[src/rtl/text_cursor_writer_if.sv]
`default_nettype none
// ============================================================================
//  Module      : text_cursor_writer_if
//  Description : Bundles the ASCII input handshake, the character-RAM write
//                port and the cursor status outputs of text_cursor_writer.
//  Ports       : ascii_in/ascii_valid/ascii_ready - character handshake
//                wr_en/wr_addr/wr_data            - character RAM write port
//                cursor_col/cursor_row            - cursor cell position
//                x_desired/y_desired              - cursor pixel position
//                cursor_visible                   - cursor blink phase
//  Modports    : master - character producer and consumer of the write port
//                slave  - the text_cursor_writer block
//  Revision    : 1.0 - initial release
// ============================================================================
interface text_cursor_writer_if;
  logic [6:0]  ascii_in;
  logic        ascii_valid;
  logic        ascii_ready;
  logic        wr_en;
  logic [11:0] wr_addr;
  logic [6:0]  wr_data;
  logic [6:0]  cursor_col;
  logic [4:0]  cursor_row;
  logic [9:0]  x_desired;
  logic [9:0]  y_desired;
  logic        cursor_visible;

  modport master (
    output ascii_in, ascii_valid,
    input  ascii_ready, wr_en, wr_addr, wr_data,
    input  cursor_col, cursor_row, x_desired, y_desired, cursor_visible
  );

  modport slave (
    input  ascii_in, ascii_valid,
    output ascii_ready, wr_en, wr_addr, wr_data,
    output cursor_col, cursor_row, x_desired, y_desired, cursor_visible
  );
endinterface
`default_nettype wire

[src/rtl/text_cursor_writer.sv]
`default_nettype none
// ============================================================================
//  Module      : text_cursor_writer
//  Description : Producer side of the 640x480 text path. Clears the character
//                RAM to spaces, then writes incoming printable ASCII codes at
//                the cursor cell and advances the cursor. Handles LF/CR, BS
//                and FF (screen clear). Exports the cursor as pixel coords.
//  Ports       : clk    - system clock
//                reset  - synchronous, active-high reset
//                bus    - text_cursor_writer_if.slave (handshake, RAM write
//                         port, cursor position/visibility)
//  Options     : CURSOR_BLINK_EN - when defined, cursor_visible toggles every
//                BLINK_CYCLES clocks and is forced high on each cursor move.
//                Otherwise cursor_visible is tied high.
//  Revision    : 1.0 - initial release
// ============================================================================
module text_cursor_writer #(
  parameter int COLS         = 80,
  parameter int ROWS         = 30,
  parameter int BLINK_CYCLES = 25_000_000
) (
  input  logic                 clk,
  input  logic                 reset,
  text_cursor_writer_if.slave  bus
);

  localparam logic [11:0] c_cells    = 12'(COLS * ROWS);
  localparam logic [6:0]  c_last_col = 7'(COLS - 1);
  localparam logic [4:0]  c_last_row = 5'(ROWS - 1);
  localparam logic [6:0]  c_space    = 7'h20;
  localparam logic [6:0]  c_tilde    = 7'h7E;
  localparam logic [6:0]  c_bs       = 7'h08;
  localparam logic [6:0]  c_lf       = 7'h0A;
  localparam logic [6:0]  c_ff       = 7'h0C;
  localparam logic [6:0]  c_cr       = 7'h0D;

  typedef enum logic [1:0] {
    CLEAR = 2'd0,
    IDLE  = 2'd1,
    EXEC  = 2'd2
  } state_t;

  state_t      state_q, state_d;
  logic [11:0] cnt_q, cnt_d;
  logic [6:0]  col_q, col_d;
  logic [4:0]  row_q, row_d;
  logic [6:0]  code_q, code_d;
  logic        wr_en_q, wr_en_d;
  logic [11:0] wr_addr_q, wr_addr_d;
  logic [6:0]  wr_data_q, wr_data_d;
  logic        ready_q, ready_d;

  // Linear RAM address of the current cursor cell.
  logic [11:0] cell_addr;
  logic        at_origin;
  logic [4:0]  row_next;

  assign cell_addr = 12'(row_q) * 12'(COLS) + 12'(col_q);
  assign at_origin = (col_q == 7'd0) && (row_q == 5'd0);
  // No scrolling: moving past the last row wraps to the top.
  assign row_next  = (row_q == c_last_row) ? 5'd0 : row_q + 5'd1;

  always_ff @(posedge clk) begin
    if (reset) begin
      state_q   <= CLEAR;
      cnt_q     <= 12'd0;
      col_q     <= 7'd0;
      row_q     <= 5'd0;
      code_q    <= 7'd0;
      wr_en_q   <= 1'b0;
      wr_addr_q <= 12'd0;
      wr_data_q <= c_space;
      ready_q   <= 1'b0;
    end else begin
      state_q   <= state_d;
      cnt_q     <= cnt_d;
      col_q     <= col_d;
      row_q     <= row_d;
      code_q    <= code_d;
      wr_en_q   <= wr_en_d;
      wr_addr_q <= wr_addr_d;
      wr_data_q <= wr_data_d;
      ready_q   <= ready_d;
    end
  end

  // The RAM write port is registered, so the write for a cycle is decided one
  // cycle ahead: CLEAR issues address cnt_q for the following cycle, and the
  // IDLE accept decision issues the write that appears during EXEC.
  always_comb begin
    state_d   = state_q;
    cnt_d     = cnt_q;
    col_d     = col_q;
    row_d     = row_q;
    code_d    = code_q;
    wr_en_d   = 1'b0;
    wr_addr_d = wr_addr_q;
    wr_data_d = wr_data_q;
    ready_d   = 1'b0;

    case (state_q)
      CLEAR: begin
        if (cnt_q == c_cells) begin
          // Final space write is on the port this cycle.
          state_d = IDLE;
          ready_d = 1'b1;
          col_d   = 7'd0;
          row_d   = 5'd0;
        end else begin
          wr_en_d   = 1'b1;
          wr_addr_d = cnt_q;
          wr_data_d = c_space;
          cnt_d     = cnt_q + 12'd1;
        end
      end

      IDLE: begin
        ready_d = 1'b1;
        if (bus.ascii_valid && ready_q) begin
          code_d  = bus.ascii_in;
          state_d = EXEC;
          ready_d = 1'b0;
          if (bus.ascii_in >= c_space && bus.ascii_in <= c_tilde) begin
            wr_en_d   = 1'b1;
            wr_addr_d = cell_addr;
            wr_data_d = bus.ascii_in;
          end else if (bus.ascii_in == c_bs && !at_origin) begin
            // Either back one column or to the end of the previous row;
            // both land on the linear address just before the cursor.
            wr_en_d   = 1'b1;
            wr_addr_d = cell_addr - 12'd1;
            wr_data_d = c_space;
          end
        end
      end

      EXEC: begin
        state_d = IDLE;
        ready_d = 1'b1;
        if (code_q >= c_space && code_q <= c_tilde) begin
          if (col_q == c_last_col) begin
            col_d = 7'd0;
            row_d = row_next;
          end else begin
            col_d = col_q + 7'd1;
          end
        end else if (code_q == c_lf || code_q == c_cr) begin
          col_d = 7'd0;
          row_d = row_next;
        end else if (code_q == c_bs) begin
          if (col_q != 7'd0) begin
            col_d = col_q - 7'd1;
          end else if (row_q != 5'd0) begin
            col_d = c_last_col;
            row_d = row_q - 5'd1;
          end
        end else if (code_q == c_ff) begin
          state_d = CLEAR;
          ready_d = 1'b0;
          cnt_d   = 12'd0;
        end
      end

      default: begin
        state_d = CLEAR;
        cnt_d   = 12'd0;
      end
    endcase
  end

  assign bus.ascii_ready = ready_q;
  assign bus.wr_en       = wr_en_q;
  assign bus.wr_addr     = wr_addr_q;
  assign bus.wr_data     = wr_data_q;
  assign bus.cursor_col  = col_q;
  assign bus.cursor_row  = row_q;
  assign bus.x_desired   = {col_q, 3'b000};
  assign bus.y_desired   = {1'b0, row_q, 4'b0000};

`ifdef CURSOR_BLINK_EN
  logic [31:0] blink_cnt_q;
  logic        visible_q;
  logic        cursor_move;

  assign cursor_move = (col_d != col_q) || (row_d != row_q);

  always_ff @(posedge clk) begin
    if (reset) begin
      blink_cnt_q <= 32'd0;
      visible_q   <= 1'b1;
    end else if (cursor_move) begin
      // Keep the cursor solid while the user is typing.
      blink_cnt_q <= 32'd0;
      visible_q   <= 1'b1;
    end else if (blink_cnt_q == 32'(BLINK_CYCLES - 1)) begin
      blink_cnt_q <= 32'd0;
      visible_q   <= ~visible_q;
    end else begin
      blink_cnt_q <= blink_cnt_q + 32'd1;
    end
  end

  assign bus.cursor_visible = visible_q;
`else
  assign bus.cursor_visible = 1'b1;
`endif

endmodule
`default_nettype wire

[src/flat_wrapper.sv]
// flat-port wrapper written by rule: the top's interface ports become plain ports
module text_cursor_writer_flat 
#(
  parameter int COLS         = 80,
  parameter int ROWS         = 30,
  parameter int BLINK_CYCLES = 25_000_000
)
  (clk, reset, bus_ascii_in, bus_ascii_valid, bus_ascii_ready, bus_wr_en, bus_wr_addr, bus_wr_data, bus_cursor_col, bus_cursor_row, bus_x_desired, bus_y_desired, bus_cursor_visible);
  text_cursor_writer_if bus_i ();
  input  logic clk;
  input  logic reset;
  input wire logic [$bits(bus_i.ascii_in)-1:0] bus_ascii_in;
  input wire logic [$bits(bus_i.ascii_valid)-1:0] bus_ascii_valid;
  output wire logic [$bits(bus_i.ascii_ready)-1:0] bus_ascii_ready;
  output wire logic [$bits(bus_i.wr_en)-1:0] bus_wr_en;
  output wire logic [$bits(bus_i.wr_addr)-1:0] bus_wr_addr;
  output wire logic [$bits(bus_i.wr_data)-1:0] bus_wr_data;
  output wire logic [$bits(bus_i.cursor_col)-1:0] bus_cursor_col;
  output wire logic [$bits(bus_i.cursor_row)-1:0] bus_cursor_row;
  output wire logic [$bits(bus_i.x_desired)-1:0] bus_x_desired;
  output wire logic [$bits(bus_i.y_desired)-1:0] bus_y_desired;
  output wire logic [$bits(bus_i.cursor_visible)-1:0] bus_cursor_visible;
  assign bus_i.ascii_in = bus_ascii_in;
  assign bus_i.ascii_valid = bus_ascii_valid;
  assign bus_ascii_ready = bus_i.ascii_ready;
  assign bus_wr_en = bus_i.wr_en;
  assign bus_wr_addr = bus_i.wr_addr;
  assign bus_wr_data = bus_i.wr_data;
  assign bus_cursor_col = bus_i.cursor_col;
  assign bus_cursor_row = bus_i.cursor_row;
  assign bus_x_desired = bus_i.x_desired;
  assign bus_y_desired = bus_i.y_desired;
  assign bus_cursor_visible = bus_i.cursor_visible;
  text_cursor_writer #(.COLS(COLS), .ROWS(ROWS), .BLINK_CYCLES(BLINK_CYCLES)) u_core (.clk(clk), .reset(reset), .bus(bus_i));
endmodule
[config.mk]
export PLATFORM = sky130hd
export DESIGN_NAME = text_cursor_writer_flat
export DESIGN_NICKNAME = d
export VERILOG_FILES = /design/src/rtl/text_cursor_writer_if.sv /design/src/rtl/text_cursor_writer.sv /design/src/flat_wrapper.sv
export SDC_FILE = /design/constraint.sdc
export NUM_CORES = 1
export LEC_CHECK = 0
export ABC_AREA = 1
export BUFFER_PORTS_ARGS = -buffer_cell sky130_fd_sc_hd__buf_2
export CORE_ASPECT_RATIO = 0.9
export CORE_MARGIN = 10
export CORE_UTILIZATION = 55
export CTS_CLUSTER_SIZE = 16
export DETAILED_ROUTE_END_ITERATION = 12
export GPL_ROUTABILITY_DRIVEN = 1
export GPL_TIMING_DRIVEN = 0
export HOLD_SLACK_MARGIN = 0.03
export PLACE_DENSITY = 0.78
export SYNTH_ARGS = -nofsm -noshare
export SYNTH_HDL_FRONTEND = slang
export SYNTH_SLANG_ARGS = --single-unit
[constraint.sdc]
create_clock -name clk -period 7.7 [get_ports clk]
set_clock_uncertainty 0.2 [all_clocks]
set_input_delay 0 -clock clk [delete_from_list [all_inputs] [get_ports clk]]
set_output_delay 0 -clock clk [all_outputs]
set_load 0.01 [all_outputs]
==> out/results.ini <==
[clock_tree]
cts_tree = done
clk-insertion-delay-late_ns = 0.32
cts.sinks = 54
clk_path_buf_depth = 2
cts_root_buf = clkbuf_8
numCtsBuffers = 5
clkSlewWorstSetupHoldPaths_ns = 0.10
htree_levels = 2

[detailed_routing]
postRouteAntennaNets = 0
wire_per_inst_um = 13.62
drtIter0Drc = 238
routed_via_density = 5.208
drcViolationCount = 0
vias = 3885
routed_wl_um = 10160
drt-pass1-iter-count = 5

[sta]
rsz0062_at_grt = false
fin_crit_ns = 2.877
fin_crit_sh = 0.3737
max_freq_ghz = 0.3475
maxSlewHeadroom = 0.5736
drv_slew = 0
finalHoldViolCount = 0
tns_ns = 0
setup_violations = 0
worst_pin_slew_ns = 0.6396

[setup_path]
r2r_slack_ns = 4.82
crit_required_ns = 7.71
startpoint_type = flop
path_class = reg2reg
crit_path_end_kind = flop
r2r_end = u_core.bus.wr_data[5]
r2r_start = u_core.bus.cursor_row[1]
path_max_fanout = 10
rr_worst_depth = 13
arrival_ns = 2.88

[floorplan]
io_pins = 64
dieHeight_um = 99.81
rows = 29
die_x_um = 108.7
core_area_sq_um = 6967
dieArea_sq_um = 10850
initial_core_util = 0.5587

[job]
cap_violations = 0

[placed_design]
io_buffers = 54
place.gp.congestion = 0.9286
hpwl_um = 8021

[logic_synthesis]
synth_top_area_cell = dfxtp_1
synth_top_area_frac = 0.2777
synth_cells = 573
yosysUniqueCellTypes = 44
synth-seq-cells = 54
ys_seq_area_frac = 0.2777
yosysMostFrequentCell = nand2_1
synth_common_cells = nand2_1 (116), nor2_1 (61), inv_1 (59)
synth_area_sq_um = 3892
ys.flop_type = dfxtp_1
synth_area_per_cell_sq_um = 6.793
yosys_warnings = 0
ys_top_cells_by_area = dfxtp_1 (28%), nand2_1 (11%), nor2_1 (5.9%), a21oi_1 (5.8%), ha_1 (5.8%)
ys_async_sr_fraction = 0
synth_edf_count = 0

[min_path]
min_from = u_core.bus.wr_addr[3]
holdPathStages = 2
hold_class = reg2reg
whs_endpoint = u_core.bus.wr_addr[3]

[power]
p_leak_nw = 2.164
ir_drop_uv = 67.76
fin_total_pwr_uw = 494.9
cellPowerDensity_nw_per_um2 = 109.6

[global_route]
grt_pass1_vias = 3625
grt_first_pass_wirelength_um = 16910
track_usage = 0.1858
antenna_found_initial = 0
grt_overflow_total = 0
grt_max_degree = 18

[run_status]
status = finished clean

[cells_and_area]
fin_nets = 682
antenna_cells = 0
drive_above_1_share = 0.2021
area_delta_synth_final_pct = 15.98

placed cells by master (no fill, tap or decap), types with 2 or more instances in the layout:
cell type      synthesis  layout
dlygate4sd3_1          0      11
o21ai_0               34      34
inv_2                  8       8
fa_1                   2       2
nand2_2                9       9
o22ai_1                3       3
nor3_1                 7       7
xor2_1                13      13
nand3_2                2       2
o21ai_1               15      15
a21oi_1               45      45
nor2_1                61      61
conb_1                 2       9
nor2_4                 5       5
o211ai_1               3       3
a31oi_1                2       2
buf_2                  2      56
nand2_4                2       2
nand3b_1               4       4
nand3_1               40      40
xnor2_1                2       2
clkbuf_8               0       6
nand2_1              116     116
nor3_2                 6       6
dfxtp_1               54      54
clkbuf_1               4       4
o31ai_1                3       3
buf_4                 22      22
o21ai_2                2       2
buf_6                  5       5
nand4_1                7       7
a211oi_1               3       3
ha_1                  18      18
o2bb2ai_1              2       2
inv_1                 59      59
through the flow:
stage | cells | worst slack, ns | utilization | cell area (sq um) | hold slack [ns]
6_report | 746 | 4.823 | 0.6480 | 4514 | 0.2728
5_1_grt | 746 | 4.626 | 0.6480 | 4514 | 0.3002
4_1_cts | 746 | 4.861 | 0.6480 | 4514 | 0.2789
3_5_place_dp | 727 | 4.891 | 0.6180 | 4305 | 0.05679
3_3_place_gp | 727 | 4.963 | 0.6180 | 4305 | 0.05977
2_1_floorplan | 580 | 5.114 | - | 3919 | -0.08734
worst max-delay path by stage:
stage	from	to	slack (ns)	depth (start not counted)
detailed placement	u_core.bus.cursor_row[3]	u_core.bus.wr_addr[10]	4.89	13
global placement	u_core.bus.cursor_row[3]	u_core.bus.wr_addr[10]	4.96	13
CTS	u_core.bus.cursor_row[3]	u_core.bus.wr_addr[10]	4.86	13
global route	u_core.bus.cursor_row[3]	u_core.bus.wr_addr[10]	4.63	13
floorplan	u_core.bus.cursor_row[3]	u_core.bus.wr_addr[10]	5.11	13
finish	u_core.bus.cursor_row[1]	u_core.bus.wr_data[5]	4.82	13
worst max-delay path, stage by stage, from the launching register on:
cell	delay (ns)
dfxtp_1	0.39
inv_1	0.21
ha_1	0.24
nand3_1	0.11
nor2_1	0.27
nand2_2	0.12
nand3_1	0.09
nand2_1	0.06
nand2_2	0.08
nand2_4	0.09
buf_6	0.15
o31ai_1	0.07
nand3_1	0.09
dlygate4sd3_1	0.56
where the power goes:
group | leakage [nW] | total (mW) | internal (mW) | switching [mW]
Combinational | 1.68 | 0.0374 | 0.0152 | 0.0222
Clock | 0.0478 | 0.174 | 0.0743 | 0.0999
Sequential | 0.436 | 0.283 | 0.281 | 0.00186
Total | 2.16 | 0.495 | 0.371 | 0.124
repair_timing:
item	CTS	global route
setup buffers	0	0
endpoints found under the hold margin	25	0
resized for setup	0	0
setup endpoints to repair	0	0
hold buffers	11	0
area by class of cell:
class / instances / area [sq um]
fillers: 632 / 2452
multi-input cells: 423 / 2326
flip-flops and latches: 54 / 1081
repair buffers: 65 / 380.4
inverters: 69 / 261.5
plain buffers: 34 / 250.2
well taps: 93 / 116.4
clock buffers: 6 / 82.58
clock inverters: 2 / 16.27
kinds of logic (layout without fill, tap and decap cells):
family,count (synthesis),in the layout,synth area share
simple gates,265,265,0.3221
xor+xnor,15,15,0.03375
compound gates,114,114,0.1649
flops,54,54,0.2777
other cells,2,9,0.001929
fa+ha+maj,20,20,0.06815
buf+inv,103,176,0.1315
registers in the layout (all words and copies together) (netlist names):
| name | flops |
|---|---|
| u_core.bus.cursor_col | 7 |
| u_core.cnt_q | 12 |
| u_core.bus.ascii_ready | 1 |
| u_core.bus.wr_addr | 12 |
| u_core.bus.wr_data | 7 |
| u_core.state_q | 2 |
| u_core.bus.wr_en | 1 |
| u_core.bus.cursor_row | 5 |
| u_core.code_q | 7 |
layer usage:
metal | global-route usage | part of all wire
met5 | 0 | 0
met3 | 0.04356 | 0.074
met2 | 0.3066 | 0.47
met1 | 0.2366 | 0.45
met4 | 0.05066 | 0.014
Note: power is estimated with default switching activity, not from simulation.
